File: src/rtl/vec_mem_unit_if.sv
// Word-memory bus between the vector load/store sequencer and memory.
// master drives address/strobes/write data; slave returns read data.
interface vec_mem_unit_if #(
  parameter int ADDR_W = 16,
  parameter int DATA_W = 16
);
  logic [ADDR_W-1:0] mem_addr;
  logic              mem_re;
  logic              mem_we;
  logic [DATA_W-1:0] mem_wdata;
  logic [DATA_W-1:0] mem_rdata;

  modport master (
    output mem_addr,
    output mem_re,
    output mem_we,
    output mem_wdata,
    input  mem_rdata
  );

  modport slave (
    input  mem_addr,
    input  mem_re,
    input  mem_we,
    input  mem_wdata,
    output mem_rdata
  );
endinterface

File: src/rtl/vec_mem_unit.sv
// Vector load/store sequencer: one element per cycle to/from word memory.
// Optional strided addressing when VMEM_STRIDE_EN is defined.
module vec_mem_unit #(
  parameter int ADDR_W = 16,
  parameter int DATA_W = 16,
  parameter int ELEMS  = 16
) (
  input  logic                    clk,
  input  logic                    rst_n,
  input  logic                    start,
  input  logic                    is_store,
  input  logic [ADDR_W-1:0]       base_addr,
  input  logic [ELEMS*DATA_W-1:0] store_data,
`ifdef VMEM_STRIDE_EN
  input  logic [7:0]              stride,
`endif
  output logic                    busy,
  output logic                    done,
  output logic [ELEMS*DATA_W-1:0] load_data,
  vec_mem_unit_if.master          mem
);

  localparam int IW = $clog2(ELEMS);
  localparam int VW = ELEMS * DATA_W;

  typedef enum logic [2:0] {
    IDLE,
    STORE,
    LOAD,
    DRAIN,
    DONE
  } state_t;

  state_t          state;
  logic [IW-1:0]   idx;
  logic [IW-1:0]   prev_idx;
  logic            last;
  logic [VW-1:0]   sdata;
  logic [ADDR_W-1:0] step;

`ifdef VMEM_STRIDE_EN
  logic [7:0] stride_q;
  assign step = {{(ADDR_W-8){1'b0}}, stride_q};
`else
  assign step = {{(ADDR_W-1){1'b0}}, 1'b1};
`endif

  assign prev_idx = idx - 1'b1;
  assign last     = (idx == IW'(ELEMS - 1));

  // Sequencer: issues one access per cycle, read data lags by one cycle
  always_ff @(posedge clk or negedge rst_n) begin
    if (!rst_n) begin
      state         <= IDLE;
      idx           <= '0;
      sdata         <= '0;
      busy          <= 1'b0;
      done          <= 1'b0;
      load_data     <= '0;
      mem.mem_addr  <= '0;
      mem.mem_re    <= 1'b0;
      mem.mem_we    <= 1'b0;
      mem.mem_wdata <= '0;
`ifdef VMEM_STRIDE_EN
      stride_q      <= '0;
`endif
    end else begin
      unique case (state)
        IDLE: begin
          if (start) begin
            busy         <= 1'b1;
            idx          <= '0;
            mem.mem_addr <= base_addr;
`ifdef VMEM_STRIDE_EN
            stride_q     <= stride;
`endif
            if (is_store) begin
              mem.mem_we    <= 1'b1;
              mem.mem_wdata <= store_data[DATA_W-1:0];
              sdata         <= store_data >> DATA_W;
              state         <= STORE;
            end else begin
              mem.mem_re <= 1'b1;
              state      <= LOAD;
            end
          end
        end
        STORE: begin
          if (last) begin
            mem.mem_we <= 1'b0;
            done       <= 1'b1;
            state      <= DONE;
          end else begin
            idx           <= idx + 1'b1;
            mem.mem_addr  <= mem.mem_addr + step;
            mem.mem_wdata <= sdata[DATA_W-1:0];
            sdata         <= sdata >> DATA_W;
          end
        end
        LOAD: begin
          if (idx != '0)
            load_data[int'(prev_idx)*DATA_W +: DATA_W] <= mem.mem_rdata;
          if (last) begin
            mem.mem_re <= 1'b0;
            state      <= DRAIN;
          end else begin
            idx          <= idx + 1'b1;
            mem.mem_addr <= mem.mem_addr + step;
          end
        end
        DRAIN: begin
          load_data[int'(idx)*DATA_W +: DATA_W] <= mem.mem_rdata;
          done  <= 1'b1;
          state <= DONE;
        end
        DONE: begin
          done  <= 1'b0;
          busy  <= 1'b0;
          state <= IDLE;
        end
        default: state <= IDLE;
      endcase
    end
  end

endmodule

File: src/flat_wrapper.sv
// flat-port wrapper written by rule: the top's interface ports become plain ports
module vec_mem_unit_flat 
#(
  parameter int ADDR_W = 16,
  parameter int DATA_W = 16,
  parameter int ELEMS  = 16
)
  (clk, rst_n, start, is_store, base_addr, store_data, busy, done, load_data, mem_mem_addr, mem_mem_re, mem_mem_we, mem_mem_wdata, mem_mem_rdata);
  vec_mem_unit_if #(.ADDR_W(ADDR_W), .DATA_W(DATA_W)) mem_i ();
  input  logic clk;
  input  logic rst_n;
  input  logic start;
  input  logic is_store;
  input  logic [ADDR_W-1:0] base_addr;
  input  logic [ELEMS*DATA_W-1:0] store_data;
  output logic busy;
  output logic done;
  output logic [ELEMS*DATA_W-1:0] load_data;
  output wire logic [$bits(mem_i.mem_addr)-1:0] mem_mem_addr;
  output wire logic [$bits(mem_i.mem_re)-1:0] mem_mem_re;
  output wire logic [$bits(mem_i.mem_we)-1:0] mem_mem_we;
  output wire logic [$bits(mem_i.mem_wdata)-1:0] mem_mem_wdata;
  input wire logic [$bits(mem_i.mem_rdata)-1:0] mem_mem_rdata;
  assign mem_mem_addr = mem_i.mem_addr;
  assign mem_mem_re = mem_i.mem_re;
  assign mem_mem_we = mem_i.mem_we;
  assign mem_mem_wdata = mem_i.mem_wdata;
  assign mem_i.mem_rdata = mem_mem_rdata;
  vec_mem_unit #(.ADDR_W(ADDR_W), .DATA_W(DATA_W), .ELEMS(ELEMS)) u_core (.clk(clk), .rst_n(rst_n), .start(start), .is_store(is_store), .base_addr(base_addr), .store_data(store_data), .busy(busy), .done(done), .load_data(load_data), .mem(mem_i));
endmodule
File: config.mk
export PLATFORM = sky130hd
export DESIGN_NAME = vec_mem_unit_flat
export DESIGN_NICKNAME = d
export VERILOG_FILES = /design/src/rtl/vec_mem_unit_if.sv /design/src/rtl/vec_mem_unit.sv /design/src/flat_wrapper.sv
export SDC_FILE = /design/constraint.sdc
export NUM_CORES = 1
export LEC_CHECK = 0
export BUFFER_PORTS_ARGS = -buffer_cell sky130_fd_sc_hd__buf_2
export CAP_MARGIN = 20
export CORE_AREA = 2 2 226 228
export CTS_BUF_LIST = sky130_fd_sc_hd__clkbuf_4 sky130_fd_sc_hd__clkbuf_8
export CTS_CLUSTER_DIAMETER = 50
export CTS_CLUSTER_SIZE = 10
export DETAILED_ROUTE_END_ITERATION = 10
export DIE_AREA = 0 0 228 230
export GPL_ROUTABILITY_DRIVEN = 0
export GPL_TIMING_DRIVEN = 0
export HOLD_SLACK_MARGIN = 0.05
export PLACE_DENSITY = 0.71
export REMOVE_ABC_BUFFERS = 1
export SLEW_MARGIN = 10
export SYNTH_ARGS = -nofsm -noshare
export SYNTH_HDL_FRONTEND = slang
export SYNTH_SLANG_ARGS = --single-unit
export TNS_END_PERCENT = 100
File: constraint.sdc
create_clock -name clk -period 5.5 [get_ports clk]
set_clock_uncertainty 0.2 [all_clocks]
set_input_delay 0.55 -clock clk [delete_from_list [all_inputs] [get_ports clk]]
set_output_delay 0.55 -clock clk [all_outputs]
set_load 0.01 [all_outputs]
==> impl_metrics.toml <==
[floorplanning]
num_io_pins = 584
dieHeight_um = 230
die_area_um2 = 52440
core_um2 = 49860
initial_utilization = 0.4605
dieWidth_um = 228
placementRows = 82

[synthesis]
syn_area_um2 = 22960
ys_seq_area_frac = 0.5874
synth_top_family_by_area = "compound AO/OA/AOI/OAI gates"
yosys.area_share.simple = 0.07650
synth_mux_area_frac = 0.1364
synth-main-ff-cell = "dfrtp_1"
async_flop_share = 1.000
yosys.area.top_type = "dfrtp_1"
synth_adder_area_share = 0.004904
synth_common_cells = "dfrtp_1 (539), nand2_1 (302), o21ai_0 (270)"
synth_xor_area_frac = 0.002997
synth_most_common_cell = "dfrtp_1"
yosysWarnings = 0
yosysUniqueCellTypes = 65
ys_ff_latch = 539
synth_area_per_cell_um2 = 11.61
synth_edf_count = 0
synthTopCellsByArea = "dfrtp_1 (59%), mux2i_1 (11%), a22o_1 (7.2%)"
syn_inst = 1978
synth_compound_area_frac = 0.1607
synth_top_area_frac = 0.5874

[clock_network]
clockRootBuffer = "clkbuf_8"
clock_path_buffers = 3
cts.clk_slew.worst_paths_ns = 0.07
cts_tree = "done"
ctsResizeCount = 0
insertion_delay_ns = 0.65
clock_sinks = 539
cts_max_level = 3
cts_made_buffers = 67

[worst_setup_path]
startpoint = "u_core.idx[0]"
rr_startpoint = "u_core.idx[0]"
required_ns = 5.84
arrival_ns = 4.40
cp-start-kind = "register"
endpoint_kind = "register"
worstRegToRegCells = 10
crit_end = "u_core.load_data[138]"
crit_path_max_fanout = 16
reg2reg_slack_ns = 1.44
r2r-end = "u_core.load_data[138]"
critPathKind = "register to register"

[layout]
design_area_um2 = 30920
area_growth_pct = 34.64
n_fill_cell = 3807
post_route_cells_drive_above_1_share = 0.2847
nets = 3111
fin_util = 0.6201

[sta]
tightest_slew_ns = 1.290
final.setup.tns_ns = 0
clock.fmax_ghz = 0.2464
rsz0062_at_grt = "false"
setup_viol_count_final = 0
min_period_ns = 4.059
slew_headroom = 0.1403
fin_ws_ns = 1.441
drv_slew = 0
hold_viol = 0
finalCritPeriodShare = 0.7379

[power]
seqPwrFrac = 0.386
ir_drop_mv = 0.3107
p_leak_nw = 15.31
switchingPower_mw = 6.958
switching_share = 0.4058
p_comb_frac = 0.451
power.share.clock = 0.162
powerDensity_nw_per_um2 = 554.6
p_int_mw = 10.19

[placed_design]
dp_hpwl_um = 49400
port_buffers = 583
preCtsSetupSlack_ns = 1.495
dpl_cell_area_um2 = 26970

[global_route]
antenna_found_initial = 22
grt_first_pass_wirelength_um = 119500
grt_max_degree = 111
grt_pass1_vias = 20800
grt.total_usage = 0.2900
gr-total-overflow = 0

[drt]
route.detailed.drc = 0
wire_per_inst_um = 22.08
num_vias = 20050
drtAntennaViolNets = 0
drt_pre_antenna_iters = 6
drt_iter0_drc = 1580
drt_wl_total_um = 77780
drt-vias-per-instance = 5.693

[run]
drv_cap = 0

[run_status]
status = "finished, final reports clean"

[worst_hold_path]
hold_path_class = "input pin to register"
through the flow:
stage	power, mW	hold slack [ns]	std cells
2_1_floorplan	10.80	0.05441	1826
3_3_place_gp	12.34	0.2567	3081
3_5_place_dp	13.88	0.2406	3138
4_1_cts	16.83	0.05564	3498
5_1_grt	18.21	0.1244	3522
6_report	17.15	0.09159	3522
logic make-up after synthesis:
kind of cell | Yosys count
AOI/OAI and AO/OA | 549
xor gates and xnor gates | 7
adders and majority gates | 9
buffers and inverters | 162
DFF | 539
muxes | 305
and+or+nand+nor | 407
power groups by stage:
stage                     Combinational [mW]  Clock (mW)  Sequential (mW)
final                                   7.74        2.79             6.62
after global routing                    8.44        3.00             6.77
after CTS                               7.48        2.82             6.53
after detailed placement                7.30           0             6.58
after global placement                  5.86           0             6.49
after floorplan                         4.12           0             6.68
what timing repair did:
item,4_1_cts,5_1_grt
buffers inserted,0,0
hold buffers,273,0
setup endpoints to repair,0,0
endpoints found under the hold margin,516,0
final cells by class:
| class | instances | area [µm²] | area share |
|---|---|---|---|
| Antenna cell | 22 | 55.05 | 0.001781 |
| Timing Repair Buffer | 915 | 6523 | 0.2110 |
| Sequential cell | 539 | 13490 | 0.4362 |
| Inverter | 10 | 37.54 | 0.001214 |
| Multi-Input combinational cell | 1277 | 8835 | 0.2857 |
| Clock buffer | 74 | 999.7 | 0.03233 |
| Clock inverter | 13 | 140.1 | 0.004532 |
| Tap cell | 672 | 840.8 | 0.02719 |
routing by layer:
metal / global-route usage / wire length [µm]
met4: 0.1565 / 3922
met3: 0.06572 / 5723
met5: 0 / 0
met1: 0.3564 / 30140
met2: 0.4782 / 38000
flip-flops by register name, indices dropped and copies added (netlist names):
register and count:
u_core.load_data 256, u_core.sdata 240, u_core.mem.mem_addr 16, u_core.mem.mem_wdata 16, u_core.idx 4, u_core.state 3
u_core.busy 1, u_core.done 1, u_core.mem.mem_re 1, u_core.mem.mem_we 1
how the worst min path moves through the flow:
stage	startpoint	to	depth (start not counted)
2_1_floorplan	rst_n	u_core.busy	0
3_3_place_gp	u_core.mem.mem_wdata[2]	u_core.mem.mem_wdata[2]	2
3_5_place_dp	rst_n	u_core.sdata[116]	1
4_1_cts	store_data[148]	u_core.sdata[132]	3
5_1_grt	store_data[148]	u_core.sdata[132]	3
6_report	store_data[148]	u_core.sdata[132]	3
critical path, stage by stage (launching register included):
cell	delay (ns)
dfrtp_1	0.68
inv_1	0.17
ha_1	0.34
xor2_2	0.30
nor2_1	0.08
ha_1	0.43
inv_1	0.13
a211oi_1	0.06
o21a_1	0.19
a32oi_2	0.95
mux2_2	0.43
layout by cell type, fill, tap and decap left out, types with 20 or more instances in the layout:
| cell type | n |
|---|---|
| diode_2 | 22 |
| mux2_2 | 44 |
| nor2_1 | 26 |
| mux2_1 | 20 |
| a21oi_1 | 24 |
| dlygate4sd3_1 | 273 |
| dfrtp_1 | 539 |
| buf_2 | 582 |
| a22o_1 | 190 |
| mux2i_1 | 241 |
| nand2_1 | 302 |
| o21ai_0 | 270 |
| clkbuf_8 | 71 |
No activity file was read; power rests on OpenSTA's default activity.
